`config.mk`:
```
export PLATFORM = sky130hd
export DESIGN_NAME = freq_meter
export DESIGN_NICKNAME = d
export VERILOG_FILES = /design/src/rtl/freq_meter.sv
export SDC_FILE = /design/constraint.sdc
export NUM_CORES = 1
export LEC_CHECK = 0
export CELL_PAD_IN_SITES_DETAIL_PLACEMENT = 1
export CELL_PAD_IN_SITES_GLOBAL_PLACEMENT = 1
export CORE_ASPECT_RATIO = 1.5
export CORE_UTILIZATION = 45
export CTS_BUF_LIST = sky130_fd_sc_hd__clkbuf_16
export DETAILED_ROUTE_END_ITERATION = 8
export PLACE_DENSITY = 0.88
export SKIP_LAST_GASP = 1
export SLEW_MARGIN = 30
export SYNTH_ARGS = -nofsm -noshare
export SYNTH_HDL_FRONTEND = slang
export SYNTH_SLANG_ARGS = --single-unit
```
`constraint.sdc`:
```
create_clock -name clk_in -period 3.81 [get_ports clk_in]
set_input_delay 0.762 -clock clk_in [delete_from_list [all_inputs] [get_ports clk_in]]
set_output_delay 0.762 -clock clk_in [all_outputs]
set_load 0.05 [all_outputs]
```
`src/rtl/freq_meter.sv`:
```
// freq_meter: counts rising edges of an asynchronous input over a gate
// window of GATE clk_in cycles. A result is presented on count_out and
// overflow with a one-cycle valid strobe. Operation is single-shot (start)
// or back-to-back (continuous).
module freq_meter #(
   parameter int GATE = 100000000,
   parameter int CW   = 31
) (
   input  logic          clk_in,
   input  logic          reset,
   input  logic          sig_in,
   input  logic          start,
   input  logic          continuous,
   output logic          busy,
   output logic [CW-1:0] count_out,
   output logic          valid,
   output logic          overflow
);

   localparam int GW = (GATE > 2) ? $clog2(GATE) : 1;
   localparam logic [GW-1:0] GATE_LAST = GW'(GATE - 1);
   localparam logic [CW-1:0] CNT_MAX   = {CW{1'b1}};

   typedef enum logic [1:0] {
      S_IDLE  = 2'd0,
      S_COUNT = 2'd1,
      S_DONE  = 2'd2
   } state_t;

   state_t        state_q, state_d;
   logic          sync1_q, sync1_d;
   logic          sync2_q, sync2_d;
   logic          prev_q, prev_d;
   logic [GW-1:0] gate_q, gate_d;
   logic [CW-1:0] edge_q, edge_d;
   logic          sat_q, sat_d;
   logic [CW-1:0] count_q, count_d;
   logic          ovf_q, ovf_d;

   logic          rise;
   logic          sat_hit;
   logic [CW-1:0] edge_inc;
   logic          gate_end;

   // Input synchronizer and rise detector; edge counter saturates instead of wrapping
   always_comb begin
      sync1_d  = sig_in;
      sync2_d  = sync1_q;
      prev_d   = sync2_q;
      rise     = sync2_q & ~prev_q;
      sat_hit  = rise && (edge_q == CNT_MAX);
      edge_inc = edge_q;
      if (rise && !sat_hit) begin
         edge_inc = edge_q + CW'(1);
      end
      gate_end = (gate_q == GATE_LAST);
   end

   // Next-state logic: IDLE -> COUNT (GATE cycles) -> DONE (one cycle)
   always_comb begin
      state_d = state_q;
      case (state_q)
         S_IDLE: begin
            if (start || continuous) begin
               state_d = S_COUNT;
            end
         end
         S_COUNT: begin
            if (gate_end) begin
               state_d = S_DONE;
            end
         end
         S_DONE: begin
            state_d = continuous ? S_COUNT : S_IDLE;
         end
         default: begin
            state_d = S_IDLE;
         end
      endcase
   end

   // Counter datapath; the result is latched on entry to DONE so that it is
   // already visible in the cycle valid is high, including a rise in the last
   // COUNT cycle. A rise during DONE falls into the dead time and is dropped.
   always_comb begin
      gate_d  = gate_q;
      edge_d  = edge_q;
      sat_d   = sat_q;
      count_d = count_q;
      ovf_d   = ovf_q;
      case (state_q)
         S_IDLE: begin
            if (start || continuous) begin
               gate_d = '0;
               edge_d = '0;
               sat_d  = 1'b0;
            end
         end
         S_COUNT: begin
            gate_d = gate_q + GW'(1);
            edge_d = edge_inc;
            sat_d  = sat_q | sat_hit;
            if (gate_end) begin
               count_d = edge_inc;
               ovf_d   = sat_q | sat_hit;
               sat_d   = 1'b0;
            end
         end
         S_DONE: begin
            if (continuous) begin
               gate_d = '0;
               edge_d = '0;
               sat_d  = 1'b0;
            end
         end
         default: begin
            gate_d = '0;
            edge_d = '0;
            sat_d  = 1'b0;
         end
      endcase
   end

   // All state, including the synchronizer, clears on asynchronous reset
   always_ff @(posedge clk_in or posedge reset) begin
      if (reset) begin
         state_q <= S_IDLE;
         sync1_q <= 1'b0;
         sync2_q <= 1'b0;
         prev_q  <= 1'b0;
         gate_q  <= '0;
         edge_q  <= '0;
         sat_q   <= 1'b0;
         count_q <= '0;
         ovf_q   <= 1'b0;
      end else begin
         state_q <= state_d;
         sync1_q <= sync1_d;
         sync2_q <= sync2_d;
         prev_q  <= prev_d;
         gate_q  <= gate_d;
         edge_q  <= edge_d;
         sat_q   <= sat_d;
         count_q <= count_d;
         ovf_q   <= ovf_d;
      end
   end

   // Outputs decoded straight from flops
   always_comb begin
      busy      = (state_q == S_COUNT) || (state_q == S_DONE);
      valid     = (state_q == S_DONE);
      count_out = count_q;
      overflow  = ovf_q;
   end

endmodule

```
==> flow_metrics.py <==
metrics = {
    "outcome": {
        "status": "complete, no violations",
    },
    "route": {
        "route.detailed.vias_per_inst": 6.23,
        "dr_iter_0_viols": 244,
        "remaining_drc_errors": 0,
        "detail_route.first_pass.iterations": 4,
        "wl_per_cell_um": 19.3,
        "routed_wirelength_um": 14800,
        "detail-route-antenna-nets": 0,
        "routed-via-count": 4773,
    },
    "clocking": {
        "cts_buffers": 9,
        "clockRootBuffer": "sky130_fd_sc_hd__clkbuf_16",
        "clock_insertion_delay_worst_skew_ns": 0.35,
        "worst_setup_hold_path_clk_slew_ns": 0.07,
        "clock_tree.htree_level_count": 3,
        "cts_buffer_depth": 2,
        "cts.sink_count": 96,
        "post-cts-setup-buffers": 0,
        "resized_cells_post_cts": 0,
        "clock_tree_from_tritoncts": "done",
        "holdBufCountCts": 0,
    },
    "yosys": {
        "asyncSetResetFlopFracSynth": 1.00,
        "ys_top_cells_by_area": "sky130_fd_sc_hd__dfrtp_1 44%, sky130_fd_sc_hd__nand2_1 4.9%, sky130_fd_sc_hd__xnor2_1 4.9%",
        "synth_top_area_share": 0.445,
        "yosysWarningCount": 0,
        "dominantRegCellSynth": "sky130_fd_sc_hd__dfrtp_1",
        "mappedNetlistNets": 608,
        "postSynthRegisterBits": 96,
        "synth_top_cells_by_count": "96 x sky130_fd_sc_hd__dfrtp_1, 70 x sky130_fd_sc_hd__nand2_1, 51 x sky130_fd_sc_hd__nor2_1",
        "post_synth.cell_area_avg_um2": 9.05,
        "cell_variety_after_synth": 67,
        "synth.most_common_cell": "sky130_fd_sc_hd__dfrtp_1",
        "synthesis.area_um2": 5400,
        "synthDominantAreaCellType": "sky130_fd_sc_hd__dfrtp_1",
        "synth.yosys.seq_area_share": 0.445,
        "synthesis.instances": 597,
        "number_of_synthesized_flops_with_an_enable_pin": 0,
    },
    "floorplanning": {
        "initial_core_util": 0.466,
        "floorplan.rows": 48,
        "fp.coreArea_um2": 11600,
        "die-width_um": 91.5,
        "die-area_um2": 12500,
        "io_pins": 39,
        "fp.dieH_um": 136,
    },
    "critical_path": {
        "crit_path_arrival_time_ns": 3.00,
        "timing.critical_path.required_ns": 4.04,
        "nature_of_the_critical_path_startpoint": "register",
        "end_kind": "register",
        "path_class": "reg -> reg",
        "worst-path-max-fanout": 28,
        "ff2ff_setup_slack_ns": 1.04,
    },
    "sta": {
        "grt_setup_unrepaired": "false",
        "final-setup-viol-count": 0,
        "tightest_slew_ns": 0.912,
        "maxClockFrequency_mhz": 362,
        "period_minus_slack_ns": 2.77,
        "postLayoutSetupSlackWorst_ns": 1.04,
        "timing_max_transition_violations_final": 0,
        "finalHoldViolCount": 0,
        "totalNegativeSetupSlack_ns": 0,
        "worst_slew_margin_rel": 0.390,
        "fin_skew_ns": 0.00945,
        "min_period_over_period": 0.726,
    },
    "power_and_ir_drop": {
        "p_per_area_nw_per_um2": 399,
        "leakage_nw": 2.45,
        "peak_supply_drop_mv": 0.324,
    },
    "worst_hold_path": {
        "worst_hold_path_type": "reg -> reg",
    },
    "job": {
        "max_cap_violations": 0,
    },
    "layout": {
        "syn2layout_area_growth_pct": 14.0,
        "final_layout_size_suffix_gt1_frac": 0.0682,
        "fin_util": 0.531,
        "fin_cells": 766,
        "layout.nets": 623,
        "antenna_cells": 0,
    },
    "place": {
        "placed_cells_incl_taps": 751,
        "place_ws_ns": 0.839,
        "gp_congestion": 0.910,
        "dp.final_hpwl_um": 10100,
        "buffers_on_ports": 38,
    },
    "global_route": {
        "all_layer_gr_usage": 0.257,
        "global_route_wire_length_before_repair_um": 25200,
        "grt_antenna_before_repair": 0,
        "globalRoute.totalOverflow": 0,
        "first_global_vias": 5112,
        "grt_max_degree": 55,
    },
}
logic make-up (layout without fill, tap and decap cells):
kind of cell | after synthesis | in the layout | synth area share
and+or+nand+nor | 285 | 285 | 0.286
AOI/OAI and AO/OA | 113 | 113 | 0.142
DFF | 96 | 96 | 0.445
buffers and inverters | 58 | 77 | 0.0473
xor gates and xnor gates | 31 | 31 | 0.0503
muxes | 8 | 8 | 0.0155
adders and majority gates | 6 | 6 | 0.0139
state kept, by name, summed over array words and instances (netlist names):
signal,flops
count_out,31
prev_d,1
gate_q,27
sync1_q,1
edge_q,31
prev_q,1
sat_q,1
overflow,1
state_q,2
per-layer routing:
layer,vias up,global-route usage,part of all wire
li1,2212,-,-
met1,2421,0.294,0.40
met2,105,0.457,0.53
met3,35,0.0358,0.033
met4,0,0.146,0.036
met5,-,0,0
placed cells by master (no fill, tap or decap), drive strengths merged, types with 4 or more instances in the layout:
| master | count |
|---|---|
| mux2i | 5 |
| clkdlybuf4s50 | 38 |
| inv | 16 |
| a21oi | 11 |
| clkbuf | 9 |
| and2 | 4 |
| nor4 | 18 |
| ha | 6 |
| nand2 | 71 |
| nand4 | 15 |
| or3 | 13 |
| nor2 | 51 |
| o21ai | 34 |
| dfrtp | 96 |
| nand3 | 44 |
| or4 | 18 |
| nor3 | 11 |
| buf | 9 |
| and3 | 9 |
| xnor2 | 30 |
| nand2b | 6 |
| nor4b | 4 |
| o311ai | 5 |
| o31ai | 4 |
| a31oi | 13 |
| o211ai | 19 |
| and4 | 9 |
final cells by class:
cell class                 count  area (um^2)
clock buffer                   9          225
clock inverter                 6         53.8
fill                        1346         5440
inverter                      15         58.8
multi-input combinational    443         2770
sequential                    96         2400
tap                          150          188
timing repair buffer          47          460
worst max-delay path, cell delays in order, from the launching register on:
cell                      delay [ns]
sky130_fd_sc_hd__dfrtp_1        0.47
sky130_fd_sc_hd__nand4_1        0.46
sky130_fd_sc_hd__or4_1          0.84
sky130_fd_sc_hd__nor3_4         0.18
sky130_fd_sc_hd__buf_4          0.30
sky130_fd_sc_hd__nor3_1         0.09
sky130_fd_sc_hd__a221o_1        0.32
path summary, 6_finish.rpt:
check                                             from                endpoint  depth (start not counted)
max in group asynchronous                        reset  gate_q[21]$_DFFE_PP0P_                          3
worst min register to register       sync1_q$_DFF_PP0_        prev_d$_DFF_PP0_                          0
worst min-delay path                 sync1_q$_DFF_PP0_        prev_d$_DFF_PP0_                          0
worst max-delay path            edge_q[19]$_DFFE_PP0P_  edge_q[27]$_DFFE_PP0P_                          6
min in group asynchronous                        reset  edge_q[16]$_DFFE_PP0P_                          2
worst max register to register  edge_q[19]$_DFFE_PP0P_  edge_q[27]$_DFFE_PP0P_                          6
power breakdown:
part / total (mW) / switching (mW) / internal, mW
combinational: 0.493 / 0.361 / 0.132
clock: 0.888 / 0.390 / 0.498
sequential: 1.07 / 0.0276 / 1.04
total: 2.45 / 0.779 / 1.67
per-stage QoR:
| stage | hold WS (ns) | power, mW | instance area [um^2] |
|---|---|---|---|
| after floorplan | 0.331 | 1.41 | 5400 |
| after global placement | 0.342 | 1.55 | 5870 |
| after detailed placement | 0.337 | 1.58 | 5870 |
| after CTS | 0.353 | 2.47 | 6150 |
| after global routing | 0.371 | 2.55 | 6160 |
| final | 0.350 | 2.45 | 6160 |
(Power assumes the default switching activity.)
